[src/rtl/popcount_stream_acc.sv]
// rtl/popcount_stream_acc.sv - masked popcount accumulated over a valid/ready beat stream, one held result per frame
// Optional threshold output is enabled by defining POPCNT_THRESH_EN.
module popcount_stream_acc #(
    parameter int CHUNK_W   = 25,
    parameter int MAX_BEATS = 8,
    parameter int OUT_W     = 8
`ifdef POPCNT_THRESH_EN
    ,
    parameter int THRESH    = 13
`endif
) (
    input  logic               clk,
    input  logic               rst_n,
    input  logic [CHUNK_W-1:0] in_data,
    input  logic [CHUNK_W-1:0] in_mask,
    input  logic               in_last,
    input  logic               in_valid,
    output logic               in_ready,
    output logic [OUT_W-1:0]   out_count,
    output logic               out_err,
    output logic               out_valid,
    input  logic               out_ready
`ifdef POPCNT_THRESH_EN
    ,
    output logic               out_fire
`endif
);

    localparam int CNT_W  = $clog2(CHUNK_W + 1);
    localparam int BEAT_W = $clog2(MAX_BEATS + 1);
    localparam int SUM_W  = ((OUT_W > CNT_W) ? OUT_W : CNT_W) + 1;

    typedef enum logic [1:0] {
        S_IDLE = 2'd0,
        S_ACC  = 2'd1,
        S_HOLD = 2'd2
    } state_t;

    state_t              r_state;
    state_t              w_state_nxt;
    logic [OUT_W-1:0]    r_acc;
    logic [OUT_W-1:0]    r_count;
    logic [BEAT_W-1:0]   r_beats;
    logic                r_err;

    logic [CHUNK_W-1:0]  w_masked;
    logic [CNT_W-1:0]    w_beat_cnt;
    logic                w_accept;
    logic [OUT_W-1:0]    w_acc_base;
    logic [BEAT_W-1:0]   w_beats_nxt;
    logic [SUM_W-1:0]    w_sum;
    logic [OUT_W-1:0]    w_sat;
    logic                w_at_max;
    logic                w_publish;

    assign w_masked = in_data & in_mask;

    always_comb begin
        w_beat_cnt = '0;
        for (int i = 0; i < CHUNK_W; i++) begin
            w_beat_cnt = w_beat_cnt + CNT_W'(w_masked[i]);
        end
    end

    // A beat taken in IDLE starts a fresh frame, so it adds onto zero.
    assign w_accept    = in_valid && (r_state != S_HOLD);
    assign w_acc_base  = (r_state == S_ACC) ? r_acc : '0;
    assign w_beats_nxt = (r_state == S_ACC) ? r_beats + 1'b1 : BEAT_W'(1);
    assign w_sum       = SUM_W'(w_acc_base) + SUM_W'(w_beat_cnt);
    assign w_sat       = (|w_sum[SUM_W-1:OUT_W]) ? '1 : w_sum[OUT_W-1:0];
    assign w_at_max    = (w_beats_nxt == BEAT_W'(MAX_BEATS));
    assign w_publish   = w_accept && (in_last || w_at_max);

    always_ff @(posedge clk or negedge rst_n) begin
        if (!rst_n) begin
            r_state <= S_IDLE;
        end else begin
            r_state <= w_state_nxt;
        end
    end

    always_comb begin
        w_state_nxt = r_state;
        case (r_state)
            S_IDLE, S_ACC: begin
                if (w_publish) begin
                    w_state_nxt = S_HOLD;
                end else if (w_accept) begin
                    w_state_nxt = S_ACC;
                end
            end
            S_HOLD: begin
                if (out_ready) begin
                    w_state_nxt = S_IDLE;
                end
            end
            default: w_state_nxt = S_IDLE;
        endcase
    end

    always_ff @(posedge clk or negedge rst_n) begin
        if (!rst_n) begin
            r_acc   <= '0;
            r_beats <= '0;
            r_count <= '0;
            r_err   <= 1'b0;
        end else if (w_publish) begin
            r_count <= w_sat;
            r_err   <= !in_last;
            r_acc   <= '0;
            r_beats <= '0;
        end else if (w_accept) begin
            r_acc   <= w_sat;
            r_beats <= w_beats_nxt;
        end
    end

`ifdef POPCNT_THRESH_EN
    logic r_fire;

    always_ff @(posedge clk or negedge rst_n) begin
        if (!rst_n) begin
            r_fire <= 1'b0;
        end else if (w_publish) begin
            r_fire <= (32'(w_sat) >= 32'(THRESH));
        end
    end

    assign out_fire = r_fire;
`endif

    assign in_ready  = (r_state != S_HOLD);
    assign out_valid = (r_state == S_HOLD);
    assign out_count = r_count;
    assign out_err   = r_err;

endmodule
[config.mk]
export PLATFORM = sky130hd
export DESIGN_NAME = popcount_stream_acc
export DESIGN_NICKNAME = d
export VERILOG_FILES = /design/src/rtl/popcount_stream_acc.sv
export SDC_FILE = /design/constraint.sdc
export NUM_CORES = 1
export LEC_CHECK = 0
export CAP_MARGIN = 20
export CORE_MARGIN = 4
export CORE_UTILIZATION = 47
export CTS_CLUSTER_DIAMETER = 100
export CTS_CLUSTER_SIZE = 14
export DETAILED_ROUTE_END_ITERATION = 8
export GPL_TIMING_DRIVEN = 0
export PLACE_DENSITY = 0.79
export SYNTH_ARGS = -nofsm -noshare
export SYNTH_HDL_FRONTEND = slang
export SYNTH_SLANG_ARGS = --single-unit
[constraint.sdc]
create_clock -name clk -period 6.3 [get_ports clk]
set_input_delay 1.26 -clock clk [delete_from_list [all_inputs] [get_ports clk]]
set_output_delay 1.26 -clock clk [all_outputs]
set_load 0.005 [all_outputs]
# Word-level counts from Yosys, hierarchy flattened
# Cells that the tools add are included.
dict set report classes {
  n_addsub 26
  multipliers 0
  n_div 0
  order_cmp 0
  n_eq_ne 6
  shift 0
  mux 11
  bitwise_logic 1
  n_reduce_logical 8
}
# op count
set ops {}
lappend ops {{adder 5 x 1 -> 5 bit} 20}
lappend ops {{two-way mux 8 bit} 4}
lappend ops {{AND 25 bit} 1}
lappend ops {{two-way mux 4 bit} 3}
lappend ops {{adder 8 x 5 -> 9 bit} 1}
lappend ops {{two-way mux 2 bit} 3}
lappend ops {{adder 4 x 1 -> 5 bit} 1}
lappend ops {{adder 3 x 1 -> 4 bit} 1}
lappend ops {{adder 4 x 1 -> 4 bit, second input constant} 1}
lappend ops {{== test 4 bit, second input constant} 1}
lappend ops {{one-hot mux 2 bit (2 select lines)} 1}
lappend ops {{adder 2 x 1 -> 3 bit} 1}
lappend ops {{!= test 3 bit, second input constant} 1}
lappend ops {{adder 1 x 1 -> 2 bit} 1}
lappend ops {{== test 2 x 1 -> 1 bit, second input constant} 1}
lappend ops {{== test 2 bit, second input constant} 1}
lappend ops {{logical AND 1 bit} 2}
lappend ops {{logical NOT 2 bit} 1}
lappend ops {{!= test 2 x 1 -> 1 bit, second input constant} 1}
lappend ops {{!= test 2 bit, second input constant} 1}
lappend ops {{AND reduction 2 bit} 1}
lappend ops {{nonzero test 2 bit} 1}
lappend ops {{OR reduction 2 bit} 1}
lappend ops {{logical NOT 1 bit} 1}
lappend ops {{logical OR 1 bit} 1}
dict set report totals {
  ff_bits 23
  latch_bits 0
  mem_bits_rw 0
  romBits 0
  inputBits 55
  output_inout_bits 11
  elab_cells 57
  n_memories 0
}

# Logic depth before layout (Yosys ltp)
dict set report depth {
  ltp_word 29
  ltp_mapped 16
  depth_no_buf 16
}

# Worst setup path before layout
# No wires, ideal clock.
dict set report synth_path {
  path_kind {input -> register}
  start {input in_data[5]}
  end {register r_count[6] (netlist: out_count[6])}
  setup_ps 133
  arrival_time_ps 6303
  required_time_ps 6167
  setup_slack_ps -136
  path_stages 16
  n_path_buf 0
  cell_sequence {and2_1 -> fa_1 -> inv_1 -> fa_1 -> fa_1 -> fa_1 -> fa_1 -> inv_1 -> fa_1 -> ha_1 -> fa_1 -> a211oi_1 -> nor2_1 -> o311a_1 -> nor4_1 -> a21oi_1}
}
dict set report synth_between {
  elab_chain_len 23
}
# element line
set synth_rtl {}
lappend synth_rtl {{from (decl)} 14} ;# input logic [CHUNK_W-1:0] in_data,
lappend synth_rtl {{AND 25 bit} 56} ;# assign w_masked = in_data & in_mask;
lappend synth_rtl {{adder 5 x 1 -> 5 bit (20 in series)} 61} ;# w_beat_cnt = w_beat_cnt + CNT_W'(w_masked[i]);
lappend synth_rtl {{adder 8 x 5 -> 9 bit} 69} ;# assign w_sum = SUM_W'(w_acc_base) + SUM_W'(w_beat_cnt);
lappend synth_rtl {{two-way mux 8 bit} 70} ;# assign w_sat = (|w_sum[SUM_W-1:OUT_W]) ? '1 : w_sum[OUT_W-1:0];
lappend synth_rtl {{to (signal assigned)} 108} ;# r_count <= w_sat;
lappend synth_rtl {{to (decl)} 42} ;# logic [OUT_W-1:0] r_count;
# No other way between the ends.
# A chain may end at the register's enable or synchronous reset.

# Worst setup path after layout
# Same ends and word-level chain as after synthesis.

==> run metrics <==
run status=completed; worst reg-to-reg path cell count=15; area grow syn2layout=44.6%; largest net degree at the start of global routing=24; worst skew pair latency=0.27 ns; die area=5550 um2; clock skew=0.00519 ns; Final Cycle Share=98.6%; Crit. Startpoint=in_data[5]; Synth Area in Adders=29.7%; ANT nets after route=0; Final min period=6.21 ns; GRT Resource Usage Total=19.2%; DP Worst Slack=-0.785 ns; cells after synthesis=220; R2R Path End=out_count[6]; first-pass GRT wire length=8.36 mm; total number of vias=1844; critical path class=in2reg; final setup fails=0; Synth Area in XOR/XNOR=1.69%; hold crit path type=reg2reg; data arrival time of the critical path=6.36 ns; # IOs=66; number of flops mapped to enable cells by yosys=0; vias per cell=5.33; cell area after layout=3000 um2; post-synth top area cell=dfrtp_1; nets=390; Fillers=331; R2R setup slack=1.52 ns; Synth Net Count=313; synth top area cells=dfrtp_1, fa_1, ha_1; ys async rst share=100%; post-synthesis mux area share=1.63%; Clock Pin Slew Worst Setup and Hold Paths=0.08 ns; Synth Area in Simple Gates=19.5%; initial drt markers=68; final WL=5.34 mm; critical path peak fanout=4; maximum vdd drop=0.234 mV; initial antenna violation count=0; Hold Path Depth=2; Pwr Density=339 nW/um2; Synth Flop Type=dfrtp_1; placed cells=335; cts bufs inserted=3; Post-DP Area=2800 um2; CP required=6.45 ns; starting density of the core=50.2%; Clock Root Buffer=clkbuf_8; Max Slew Vio Count=0; register area share after synthesis=27.7%; main combinational cell family by area after synthesis=adder cells; max_slew headroom=64.8%; Max Cap Violations=0; Critical Path Sink Type=flip-flop; Sink Count=23; Clock Tree Buf Depth=2; layout cell share with drive strength beyond 1=14.9%; TritonCTS clock tree=done; Rows=23; setup ws final=0.0875 ns; Die W=74.5 um; Synth top area share=27.7%; Setup crit start kind=input pin; f_max=161 MHz; leakage=1.47 nW; number of port buffers=65; DP HPWL=4.18 mm; hold slack=0.488 ns; yosys warns=0; number of global-route vias before repair=1842; # DRC=0; Die Span Y=74.5 um; Total Power=1.02 mW; fin util=72.5%; first-pass iteration count of the detailed router=4; endpoints failing hold=0; total congestion overflow=0; Post-Layout Cell Count=346; worst slew pin tran=0.523 ns; complex-gate fraction of the synthesized area=15.5%; WL per Instance=15.4 um; Hold EP=r_acc[0]; Avg Inst Size Synth=9.45 um2; GPL Wtd Cong=0.836; post-synth cell types=42; Ant. Diodes=0; Fin Setup TNS=0 ns; Min-Delay Startpoint=r_acc[0]; Clock H-tree levels=1; core area=4140 um2; Seq cells post-synth=23; Mapped Area=2080 um2; Crit Reg-Reg Startpoint=r_state[0]
cell families (layout without fill, tap and decap cells):
kind of cell             Yosys count  after routing
multiplexers                       3              3
buffers and inverters             21             97
AND/OR/NAND/NOR                   84             84
AO/OA/AOI/OAI                     47             47
adder cells (fa/ha/maj)           38             38
flip-flops                        23             23
XOR/XNOR                           4              4
layout by cell type (no fill, tap or decap), types with 4 or more instances in the layout:
master and count:
a21oi_1 7, and2_1 11, buf_4 7, clkbuf_2 6, clkdlybuf4s50_1 41, dfrtp_1 23
dlygate4sd2_1 12, dlymetal6s2s_1 6, fa_1 18, ha_1 18, inv_1 14, nand2_1 33
nor2_1 12, o21ai_0 4, o21ai_1 9, o31ai_1 4
routing by layer:
metal	share of wire (%)	wire [um]	track usage [%]	up-vias
met5	0	0	0	-
met4	0	0	0.593	0
met3	6.3	338	4.05	0
met2	49	2600	30.4	42
met1	45	2410	28.9	887
li1	-	-	-	915
layout make-up:
type	instances	area, um2	area share [%]
buffer	5	27.5	0.916
clock buffer	4	45.0	1.50
inverter	16	60.1	2.00
multi-input combinational	176	1540	51.1
sequential	23	576	19.2
tap	50	62.6	2.08
timing repair buffer	72	697	23.2
worst max-delay path: stages:
cell      delay, ns
clkbuf_2       0.08
and2_4         0.15
fa_1           0.54
inv_2          0.04
fa_1           0.50
fa_1           0.58
fa_1           0.45
fa_1           0.53
inv_2          0.04
fa_1           0.49
ha_4           0.19
fa_2           0.37
a211oi_4       0.30
nor2_4         0.09
buf_6          0.14
and3_4         0.17
nor4_4         0.34
a21oi_2        0.10
power by group:
part / switching (mW) / total (mW) / internal (mW)
logic: 0.377 / 0.721 / 0.343
registers: 0.0209 / 0.205 / 0.185
clock network: 0.0473 / 0.0924 / 0.0452
total: 0.446 / 1.02 / 0.573
flip-flops by register name, summed over array words and instances (netlist names):
name / flops
out_count: 8
r_acc: 8
r_beats: 4
r_state: 2
out_err: 1
worst max path at each step:
stage | end | slack, ns | cells after the start
3_3_place_gp | out_count[4] | -0.77 | 17
6_report | out_count[6] | 0.09 | 18
2_1_floorplan | out_count[6] | -0.02 | 16
4_1_cts | out_count[6] | 0.002 | 16
3_5_place_dp | out_count[4] | -0.78 | 17
5_1_grt | out_count[6] | -0.02 | 18
synth_stat cells (2+ instances only):
cell type	instances
nor2_1	16
o21a_1	2
nor3_1	2
clkbuf_1	2
nand3_1	2
a21oi_1	8
buf_4	2
a22o_1	3
inv_1	16
o21ai_1	9
nor4_1	3
fa_1	19
ha_1	19
mux2_2	3
o21ai_0	4
nand2b_1	3
and2_1	14
xor2_1	3
nand2_1	34
a21o_1	3
nor3b_1	3
o31ai_1	4
dfrtp_1	23
a31oi_1	2
a211oi_1	4
what timing repair did:
action                                  4_1_cts  5_1_grt
pin swaps                                    29       25
hold buffers                                  0        0
endpoints found under the setup margin       16       13
hold endpoints to repair                      0        0
buffers inserted                              4        2
resized for setup                            30       31
Note: power is estimated with default switching activity, not from simulation.
